$ cat src/rtl/ddr_axi_arbiter.sv
// ddr_axi_arbiter: round-robin two-master arbiter sharing the simplified AXI4 port of ddr_sdram_ctrl
module ddr_axi_arbiter #(
    parameter int A_WIDTH = 26,
    parameter int D_WIDTH = 16
) (
    input  logic               clk,
    input  logic               rst,
    input  logic               m0_awvalid,
    output logic               m0_awready,
    input  logic [A_WIDTH-1:0] m0_awaddr,
    input  logic [7:0]         m0_awlen,
    input  logic               m0_wvalid,
    output logic               m0_wready,
    input  logic               m0_wlast,
    input  logic [D_WIDTH-1:0] m0_wdata,
    output logic               m0_bvalid,
    input  logic               m0_bready,
    input  logic               m0_arvalid,
    output logic               m0_arready,
    input  logic [A_WIDTH-1:0] m0_araddr,
    input  logic [7:0]         m0_arlen,
    output logic               m0_rvalid,
    input  logic               m0_rready,
    output logic               m0_rlast,
    output logic [D_WIDTH-1:0] m0_rdata,
    input  logic               m1_awvalid,
    output logic               m1_awready,
    input  logic [A_WIDTH-1:0] m1_awaddr,
    input  logic [7:0]         m1_awlen,
    input  logic               m1_wvalid,
    output logic               m1_wready,
    input  logic               m1_wlast,
    input  logic [D_WIDTH-1:0] m1_wdata,
    output logic               m1_bvalid,
    input  logic               m1_bready,
    input  logic               m1_arvalid,
    output logic               m1_arready,
    input  logic [A_WIDTH-1:0] m1_araddr,
    input  logic [7:0]         m1_arlen,
    output logic               m1_rvalid,
    input  logic               m1_rready,
    output logic               m1_rlast,
    output logic [D_WIDTH-1:0] m1_rdata,
    output logic               s_awvalid,
    input  logic               s_awready,
    output logic [A_WIDTH-1:0] s_awaddr,
    output logic [7:0]         s_awlen,
    output logic               s_wvalid,
    input  logic               s_wready,
    output logic               s_wlast,
    output logic [D_WIDTH-1:0] s_wdata,
    input  logic               s_bvalid,
    output logic               s_bready,
    output logic               s_arvalid,
    input  logic               s_arready,
    output logic [A_WIDTH-1:0] s_araddr,
    output logic [7:0]         s_arlen,
    input  logic               s_rvalid,
    output logic               s_rready,
    input  logic               s_rlast,
    input  logic [D_WIDTH-1:0] s_rdata,
    output logic               grant_id,
    output logic               busy
);
    typedef enum logic [2:0] {IDLE, WADDR, WDATA, WRESP, RADDR, RDATA} state_t;

    state_t state;
    logic   last_grant;
    logic   req0, req1, win, win_aw;
    logic   in_waddr, in_wdata, in_wresp, in_raddr, in_rdata;

    // arbitration: a lone requester wins, a tie goes to the master not served last
    always_comb begin
        req0   = m0_awvalid | m0_arvalid;
        req1   = m1_awvalid | m1_arvalid;
        win    = (req0 & req1) ? ~last_grant : req1;
        win_aw = win ? m1_awvalid : m0_awvalid;
    end

    assign in_waddr = (state == WADDR);
    assign in_wdata = (state == WDATA);
    assign in_wresp = (state == WRESP);
    assign in_raddr = (state == RADDR);
    assign in_rdata = (state == RDATA);
    assign busy     = (state != IDLE);

    assign s_awvalid = in_waddr & (grant_id ? m1_awvalid : m0_awvalid);
    assign s_awaddr  = grant_id ? m1_awaddr : m0_awaddr;
    assign s_awlen   = grant_id ? m1_awlen : m0_awlen;
    assign s_wvalid  = in_wdata & (grant_id ? m1_wvalid : m0_wvalid);
    assign s_wlast   = grant_id ? m1_wlast : m0_wlast;
    assign s_wdata   = grant_id ? m1_wdata : m0_wdata;
    assign s_bready  = in_wresp & (grant_id ? m1_bready : m0_bready);
    assign s_arvalid = in_raddr & (grant_id ? m1_arvalid : m0_arvalid);
    assign s_araddr  = grant_id ? m1_araddr : m0_araddr;
    assign s_arlen   = grant_id ? m1_arlen : m0_arlen;
    assign s_rready  = in_rdata & (grant_id ? m1_rready : m0_rready);

    assign m0_awready = ~grant_id & in_waddr & s_awready;
    assign m0_wready  = ~grant_id & in_wdata & s_wready;
    assign m0_bvalid  = ~grant_id & in_wresp & s_bvalid;
    assign m0_arready = ~grant_id & in_raddr & s_arready;
    assign m0_rvalid  = ~grant_id & in_rdata & s_rvalid;
    assign m0_rlast   = ~grant_id & in_rdata & s_rlast;
    assign m0_rdata   = s_rdata;

    assign m1_awready = grant_id & in_waddr & s_awready;
    assign m1_wready  = grant_id & in_wdata & s_wready;
    assign m1_bvalid  = grant_id & in_wresp & s_bvalid;
    assign m1_arready = grant_id & in_raddr & s_arready;
    assign m1_rvalid  = grant_id & in_rdata & s_rvalid;
    assign m1_rlast   = grant_id & in_rdata & s_rlast;
    assign m1_rdata   = s_rdata;

    // transaction sequencing: one whole burst owns the controller, writes preferred over reads
    always_ff @(posedge clk) begin
        if (rst) begin
            state      <= IDLE;
            grant_id   <= 1'b0;
            last_grant <= 1'b1;
        end else begin
            case (state)
                IDLE: if (req0 | req1) begin
                    grant_id <= win;
                    state    <= win_aw ? WADDR : RADDR;
                end
                WADDR: if (s_awvalid & s_awready) state <= WDATA;
                WDATA: if (s_wvalid & s_wready & s_wlast) state <= WRESP;
                WRESP: if (s_bvalid & s_bready) begin
                    state      <= IDLE;
                    last_grant <= grant_id;
                end
                RADDR: if (s_arvalid & s_arready) state <= RDATA;
                RDATA: if (s_rvalid & s_rready & s_rlast) begin
                    state      <= IDLE;
                    last_grant <= grant_id;
                end
                default: state <= IDLE;
            endcase
        end
    end
endmodule

$ cat config.mk
export PLATFORM = sky130hd
export DESIGN_NAME = ddr_axi_arbiter
export DESIGN_NICKNAME = d
export VERILOG_FILES = /design/src/rtl/ddr_axi_arbiter.sv
export SDC_FILE = /design/constraint.sdc
export NUM_CORES = 1
export LEC_CHECK = 0
export BUFFER_PORTS_ARGS = -buffer_cell sky130_fd_sc_hd__clkbuf_2
export CAP_MARGIN = 10
export CORE_AREA = 2 2 134 136
export DETAILED_ROUTE_END_ITERATION = 10
export DIE_AREA = 0 0 136 138
export PLACE_DENSITY_LB_ADDON = 0.08
export SYNTH_ARGS = -nofsm -noshare
export SYNTH_HDL_FRONTEND = slang
export SYNTH_SLANG_ARGS = --single-unit
$ cat constraint.sdc
create_clock -name clk -period 4.35 [get_ports clk]
set_input_delay 0.435 -clock clk [delete_from_list [all_inputs] [get_ports clk]]
set_output_delay 0.435 -clock clk [all_outputs]
set_load 0.01 [all_outputs]
==> key figures <==
CTS
  • Worst skew pair latency: 0.23 ns
  • CTS tree: done
  • Clock sink total: 5
  • Post-CTS Hold Buffers: 0
  • Htree depth: 1
  • Clock-pin slew on the worst setup and hold paths: about 0.03 ns
  • Setup bufs post-CTS: 0
  • Resized cells post-CTS: 0
  • Num CTS Buffers: 3
  • Clk buf depth: 2
  • Root buf cell: clkbuf_16

Logic synthesis
  • Post-Synth XOR/XNOR Area: 0%
  • Yosys warns: 0
  • Synth area leaders: mux2_2 53%, buf_4 13%, dfxtp_1 5.6%
  • Proportion of synthesized area in mux cells: between 50% and 60%
  • Syn_area_per_cell: 8.73 um2
  • Seq/Total Area, Yosys: 5.56%
  • Count of flip-flops with a built-in enable after synthesis: 0
  • Yosys top cell by area: mux2_2
  • Synthesized net count: between 400 and 500
  • Mapped Cells: between 200 and 250
  • Register bit total from synthesis: 5
  • Dominant combinational cell family by area after synthesis: multiplexers
  • Yosys cell types: 33
  • Synth Flop Type: dfxtp_1
  • Synth top area share: a little over half
  • Cell area after synthesis: ~1800 um2
  • Adder-cell share of the synthesized area: 0%
  • Post-synthesis compound-gate area fraction: approximately 8.6%
  • Async set or reset register ratio after synthesis: 0%
  • Simple-Gate Fraction of Synth Area: about an eighth

Finish
  • N_diodes: 0
  • Nets@finish: ~660
  • Most common cell after layout, fill and taps aside: clkbuf_2
  • Commonest non-fill, non-tap cells in the layout: 291 x clkbuf_2, 85 x mux2_2, 10 x nor2_1
  • Area Overhead vs Synth: 85.4%
  • Layout cells sized above 1: a little over four fifths

Floorplan
  • Initial core utilization: around 10%
  • Die H: 138 um
  • IO Pins: 340
  • Core ar.: between 15000 and 20000 um2
  • Die area: ~19000 um2
  • Die Width: around 140 um
  • FP Rows: 49

Setup path
  • Crit start category: flip-flop
  • CP Data Arrival Time: 2.26 ns
  • CP max-delay cell: dfxtp_4
  • Crit path largest cell delay: around 0.86 ns
  • Worst setup path category: reg2out
  • CP endpoint kind: output port
  • Worst path required time: 3.91 ns
  • R2r setup slk: roughly 2.1 ns
  • Crit Path Max Fanout: between 60 and 70
  • CP Cell Sequence: buf_4 -> mux2_2 -> clkbuf_2

Timing
  • Clock skew: between 0.00007 and 0.00008 ns
  • Worst Max-Slew Pin Slew: roughly 0.84 ns
  • Setup WS post-layout: 1.66 ns
  • Unrepaired setup endpoints after global routing: no
  • Hold Vio Cnt, Final: 0
  • Fin crit share: a little over 60%
  • Setup TNS: 0 ns
  • F_max: 0.371 GHz
  • Slew Viols, Final: 0
  • Finish-stage setup viols: 0
  • Worst hold slack: around 0.46 ns
  • Slew margin rel.: 43.8%
  • Fin crit period: between 2 and 3 ns

Hold path
  • Worst min path class: in2reg

Place
  • GP Congestion: roughly 0.76
  • Port buffer count: between 200 and 300
  • DP HPWL: ~8800 um
  • Pre-CTS WS: 1.84 ns

Detailed routing
  • TritonRoute pass-1 iters: 3
  • DRT antenna net count: 0
  • Routed vias/inst: approximately 3.7
  • Final wirelength: slightly below 10000 um
  • DRT iter0 DRCs: 29
  • Via count: 2563
  • Post-DR wirelength/cell: around 14 um
  • Number of remaining DRC errors: 0

Global routing
  • GRT Total Usage: approximately 9.8%
  • Largest net degree at the start of global routing: 65
  • Vias in the first global route: between 2000 and 3000
  • First-pass GRT wire length: between 10000 and 15000 um
  • Initial antenna violation count: 0
  • GRT Residual Overflow: 0

Power
  • LEAKAGE: 0.00178 uW
  • Peak VDD IR: roughly 0.00016 V
  • Cell Pwr Density: between 200 and 300 nW/um2

Run
  • Maxcap violations: 0

Outcome
  • Status: complete, no violations
==> critical path, delay by kind of cell (launching register included) <==
kind,cells,cell delay (ns)
buf+inv,2,0.65
flops,1,0.86
mux,1,0.40
==> final cells by class <==
| cell class | count | area, um2 |
|---|---|---|
| Clock buffer | 4 | 78.8 |
| Fill cell | 2028 | 14200 |
| Inverter | 4 | 15.0 |
| Multi-Input combinational cell | 152 | 1390 |
| Sequential cell | 5 | 104 |
| Tap cell | 229 | 287 |
| Timing Repair Buffer | 292 | 1460 |
==> synthesized netlist by cell type, types with 3 or more instances <==
| library cell | instances |
|---|---|
| nor3_1 | 6 |
| mux2_2 | 85 |
| mux2i_1 | 4 |
| buf_4 | 32 |
| a21oi_1 | 3 |
| nor2_1 | 10 |
| nand3_1 | 3 |
| clkbuf_1 | 12 |
| and3_1 | 7 |
| nand2b_1 | 3 |
| a211oi_1 | 4 |
| dfxtp_1 | 5 |
| nand2_1 | 5 |
| inv_1 | 3 |
| o21ai_0 | 3 |
==> state kept, by name, indices dropped and copies added, names as in the netlist <==
name        flops
grant_id        1
last_grant      1
state           3
==> through the flow <==
| step | util, % | instances | total power (uW) | cell area, um2 |
|---|---|---|---|---|
| floorplan | - | 206 | 516 | 1800 |
| global placement | 18.6 | 682 | 781 | 3260 |
| detailed placement | 18.6 | 682 | 779 | 3260 |
| CTS | 19.0 | 686 | 934 | 3340 |
| global route | 19.0 | 686 | 989 | 3340 |
| finish | 19.0 | 686 | 913 | 3340 |
==> report_power, final <==
part | total (uW) | internal (uW) | leakage, uW | switching, uW
Combinational | 627 | 333 | 0.00170 | 294
Sequential | 133 | 60.5 | 0.0000417 | 72.9
Clock | 152 | 121 | 0.0000382 | 30.4
==> worst paths after layout <==
| check | from | end | depth (start not counted) |
|---|---|---|---|
| min | rst | grant_id$_SDFFE_PP0P_ | 2 |
| max | grant_id$_SDFFE_PP0P_ | s_awaddr[16] | 3 |
| min reg2reg | last_grant$_SDFFE_PP1P_ | last_grant$_SDFFE_PP1P_ | 2 |
| max reg2reg | grant_id$_SDFFE_PP0P_ | state[1]$_SDFFE_PP0P_ | 5 |
==> logic make-up after synthesis <==
family | after synthesis
buffers and inverters | 49
DFF | 5
muxes | 90
and+or+nand+nor | 42
AOI/OAI and AO/OA | 20
==> per-layer routing <==
metal / track usage, % / part of all wire (%) / up-vias
met5: 0 / 0 / -
met1: 9.95 / 34 / 1122
met4: 2.03 / 1.3 / 0
li1: - / - / 1239
met2: 18.5 / 51 / 187
met3: 4.07 / 14 / 15
Note: power is estimated with default switching activity, not from simulation.
